**src/rtl/serial_ripple_subtractor.sv**
```systemverilog
// Bit-serial ripple-borrow subtractor: Diff = A - B - Bin, one bit per clock, LSB first.
// A single full-subtractor cell is reused across WIDTH cycles behind a start/done handshake.
module serial_ripple_subtractor #(
    parameter int WIDTH = 4
) (
    input  logic             clk,
    input  logic             rst_n,
    input  logic             start,
    input  logic [WIDTH-1:0] A,
    input  logic [WIDTH-1:0] B,
    input  logic             Bin,
    output logic             busy,
    output logic             done,
    output logic [WIDTH-1:0] Diff,
    output logic             Bout
);

    localparam int CW = $clog2(WIDTH) + 1;
    localparam logic [CW-1:0] LAST = CW'(WIDTH - 1);

    localparam logic [1:0] IDLE = 2'd0;
    localparam logic [1:0] RUN  = 2'd1;
    localparam logic [1:0] DONE = 2'd2;

    logic [1:0]       state_q, state_d;
    logic [WIDTH-1:0] a_q, a_d;
    logic [WIDTH-1:0] b_q, b_d;
    logic [WIDTH-1:0] r_q, r_d;
    logic             brw_q, brw_d;
    logic [CW-1:0]    cnt_q, cnt_d;
    logic [WIDTH-1:0] diff_q, diff_d;
    logic             bout_q, bout_d;

    logic             d_bit;
    logic             brw_nxt;
    logic [WIDTH-1:0] r_nxt;

    // The full-subtractor cell operates on the current LSBs only
    always_comb begin
        d_bit   = a_q[0] ^ b_q[0] ^ brw_q;
        brw_nxt = (~a_q[0] & b_q[0]) | (~(a_q[0] ^ b_q[0]) & brw_q);
        r_nxt   = {d_bit, r_q[WIDTH-1:1]};
    end

    always_comb begin
        state_d = state_q;
        a_d     = a_q;
        b_d     = b_q;
        r_d     = r_q;
        brw_d   = brw_q;
        cnt_d   = cnt_q;
        diff_d  = diff_q;
        bout_d  = bout_q;
        unique case (state_q)
            IDLE, DONE: begin
                if (start) begin
                    a_d     = A;
                    b_d     = B;
                    brw_d   = Bin;
                    r_d     = '0;
                    cnt_d   = '0;
                    state_d = RUN;
                end else begin
                    state_d = IDLE;
                end
            end
            RUN: begin
                a_d   = {1'b0, a_q[WIDTH-1:1]};
                b_d   = {1'b0, b_q[WIDTH-1:1]};
                r_d   = r_nxt;
                brw_d = brw_nxt;
                cnt_d = cnt_q + CW'(1);
                if (cnt_q == LAST) begin
                    diff_d  = r_nxt;
                    bout_d  = brw_nxt;
                    state_d = DONE;
                end
            end
            default: begin
                state_d = IDLE;
            end
        endcase
    end

    always_ff @(posedge clk) begin
        if (!rst_n) begin
            state_q <= IDLE;
            a_q     <= '0;
            b_q     <= '0;
            r_q     <= '0;
            brw_q   <= 1'b0;
            cnt_q   <= '0;
            diff_q  <= '0;
            bout_q  <= 1'b0;
        end else begin
            state_q <= state_d;
            a_q     <= a_d;
            b_q     <= b_d;
            r_q     <= r_d;
            brw_q   <= brw_d;
            cnt_q   <= cnt_d;
            diff_q  <= diff_d;
            bout_q  <= bout_d;
        end
    end

    // Status decoded straight from the state flops, so outputs stay registered
    assign busy = (state_q == RUN);
    assign done = (state_q == DONE);
    assign Diff = diff_q;
    assign Bout = bout_q;

endmodule

```
**config.mk**
```make
export PLATFORM = sky130hd
export DESIGN_NAME = serial_ripple_subtractor
export DESIGN_NICKNAME = d
export VERILOG_FILES = /design/src/rtl/serial_ripple_subtractor.sv
export SDC_FILE = /design/constraint.sdc
export NUM_CORES = 1
export LEC_CHECK = 0
export BUFFER_PORTS_ARGS = -buffer_cell sky130_fd_sc_hd__buf_4
export CAP_MARGIN = 15
export CORE_MARGIN = 2
export CORE_UTILIZATION = 50
export DETAILED_ROUTE_END_ITERATION = 8
export PLACE_DENSITY = 0.74
export SLEW_MARGIN = 15
export SYNTH_ARGS = -nofsm -noshare
export SYNTH_HDL_FRONTEND = slang
export SYNTH_SLANG_ARGS = --single-unit
```
**constraint.sdc**
```tcl
create_clock -name clk -period 2.9 [get_ports clk]
set_input_delay 0.435 -clock clk [delete_from_list [all_inputs] [get_ports clk]]
set_output_delay 0.435 -clock clk [all_outputs]
set_load 0.1 [all_outputs]
```
==> qor.yml <==
outcome:
  status: "finished clean"
finish:
  fillerInstances: 173
  drive_gt1_share_pct: 19.35
  antennaDiodeCount: 0
  flow.area_growth_from_synthesis_pct: 15.26
  finish.cell_count_without_fillers: 149
  nets: 141
global_route:
  grt_overflow: 0
  gr_util_all_layers_pct: 18.35
  grt_antenna_before_repair: 0
  first_global_vias: 672
  grt_start_max_net_pins: 25
  grt_first_pass_wirelength_microns: 2856
clock_network:
  clkSinkCount: 22
  tritoncts.num_buffers: 3
  clock-root-buffer: "clkbuf_4"
  cts_tree: "done"
  ctsHtreeMaxLevel: 1
  clkLatencyLatePin_ns: 0.31
  ctsLongestPathBuffers: 2
  post_cts_clock_slew_at_the_launch_and_capture_registers_of_the_worst_setup_and_hold_paths_ns: 0.12
  post_cts_resize_count: 0
  cts_hold_buf: 0
  postCtsSetupRepairBufs: 0
placed_design:
  place_hpwl_microns: 1195
  detailedPlace.worstSlack_ns: 1.178
  placement.io_buffers: 18
  gp_routability_congestion: 0.7495
  placedCellCount: 146
sta:
  grt_setup_unrepaired: "false"
  post_route_clock_skew_ns: 0.006060
  worst_pin_slew_ns: 0.5987
  final_min_period_over_clock_period_pct: 71.21
  hold_viol_final: 0
  fin_crit_ns: 2.065
  slew_headroom_pct: 60.08
  final_critical_path_setup_slack_ns: 0.8349
  final-setup-viol-count: 0
  finalHoldWorstSlack_ns: 0.3597
  fmax_mhz: 484.2
  finalSetupTns_ns: 0
  maxSlewViolCount: 0
yosys:
  synth.top_cell.area_share_pct: 47.96
  count_of_state_elements_after_synthesis: 22
  syn_nets: 126
  synthTopCellsByArea: "dfxtp_1 (48%), nand2_1 (9.0%), a21oi_1 (7.6%), nand3_1 (7.1%), a31oi_1 (4.1%)"
  syn_area_per_cell_sq_um: 8.274
  yosysTopAreaCell: "dfxtp_1"
  synthDistinctLibCells: 24
  syn_inst: 111
  yosysWarningCount: 0
  synth_seq_area_share_pct: 47.96
  synth_area_sq_um: 918.4
floorplanning:
  chipHeight_microns: 46.86
  floorplan.die.width_microns: 46.86
  fp.coreArea_sq_um: 1727
  design.portCount: 19
  num_rows: 15
  dieArea_sq_um: 2195
  initial_core_util_pct: 53.19
route:
  drt_first_pass_iters: 4
  number_of_drc_markers_in_iteration_0: 15
  drt.antenna.violating_nets: 0
  route.detailed.wl_per_inst_microns: 11.33
  routed_wl_microns: 1688
  drt-vias-per-instance: 5.302
  drc: 0
  dr_total_vias: 790
job:
  max_cap_viol_count: 0
setup_path:
  crit-reg2reg-launch: "state_q[1]"
  setup.worst_path.end_class: "primary output"
  worstPathArrival_ns: 1.63
  worstRegToRegCells: 4
  critPathMaxFanout: 24
  timing_worst_setup_path_type: "reg -> out"
  regToRegSetupSlack_ns: 1.49
  start_kind: "flop"
  critical_path_required_ns: 2.47
  critical_path.reg2reg.endpoint: "Bout"
min_path:
  hold_path_end: "a_q[3]"
  hp-class: "in -> reg"
  worstHoldPathCells: 3
  hold_path.startpoint: "A[3]"
pwr:
  post-layout-total-power_mw: 0.5462
  total_leakage_power_nw: 0.4076
  power_density_nw_per_um2: 516.0
  peakVddDrop_mv: 0.3090
==> placed cells by master, fill, tap and decap left out, types with 3 or more instances in the layout <==
| master | count |
|---|---|
| dfxtp_1 | 22 |
| nand2_1 | 22 |
| buf_4 | 18 |
| a21oi_1 | 14 |
| nand3_1 | 13 |
| a31oi_1 | 6 |
| o21ai_1 | 5 |
| inv_1 | 3 |
| nand2b_1 | 3 |
| clkbuf_4 | 3 |
==> per-layer routing <==
metal	share of wire [%]	GRT usage, %	up-vias	wire (microns)
met5	0	0	-	0
li1	-	-	410	-
met3	3.9	3.462	4	66
met4	2.3	10.00	0	39
met2	45	26.85	19	754
met1	49	25.41	357	828
==> worst max-delay path: stages, from the launching register on <==
cell	delay, ns
dfxtp_1	0.33
nand2b_2	0.38
inv_2	0.28
buf_4	0.33
==> Yosys cell counts, drive strengths merged <==
master	n
dfxtp	22
nand2	22
a21oi	14
nand3	13
a31oi	6
o21ai	6
buf	5
inv	5
nand2b	4
clkbuf	3
ha	2
nor2	2
nor2b	2
a2bb2oi	1
a311oi	1
fa	1
nand3b	1
o21a	1
==> state kept, by name (all words and copies together) (netlist names) <==
name and flops:
Diff 4, a_q 4, b_q 4, cnt_q 3, r_q 3, state_q 2
Bout 1, brw_q 1
==> kinds of logic after synthesis <==
family | synth area share (%)
AOI/OAI and AO/OA | 17.71
adders and majority gates | 4.904
buffers and inverters | 7.356
DFF | 47.96
and+or+nand+nor | 22.07
==> worst max path at each step <==
stage               depth (start not counted)  slack [ns]  endpoint       start
global route                                3        0.72      busy  state_q[0]
detailed placement                          3        1.18      busy  state_q[1]
CTS                                         3        0.83      busy  state_q[1]
global placement                            3        1.22      busy  state_q[1]
finish                                      3        0.83      busy  state_q[1]
floorplan                                   1        0.79      done  state_q[0]
==> power breakdown <==
group / internal [mW] / switching (mW) / total (mW)
registers: 0.317 / 0.00905 / 0.327
logic: 0.0315 / 0.0514 / 0.0829
clock network: 0.0486 / 0.0882 / 0.137
==> stage by stage <==
step	util [%]	cell area, sq um
floorplan	-	918.4
finish	61.30	1059
global route	61.30	1059
global placement	60.00	1036
CTS	61.30	1059
detailed placement	60.00	1036
==> cell type report <==
| class | count | area (sq um) | share of cell area (%) |
|---|---|---|---|
| multi-input cells | 76 | 410.4 | 38.77 |
| well taps | 25 | 31.28 | 2.955 |
| inverters | 5 | 18.77 | 1.773 |
| repair buffers | 18 | 135.1 | 12.77 |
| clock buffers | 3 | 22.52 | 2.128 |
| flip-flops and latches | 22 | 440.4 | 41.61 |
No activity file was read; power rests on OpenSTA's default activity.
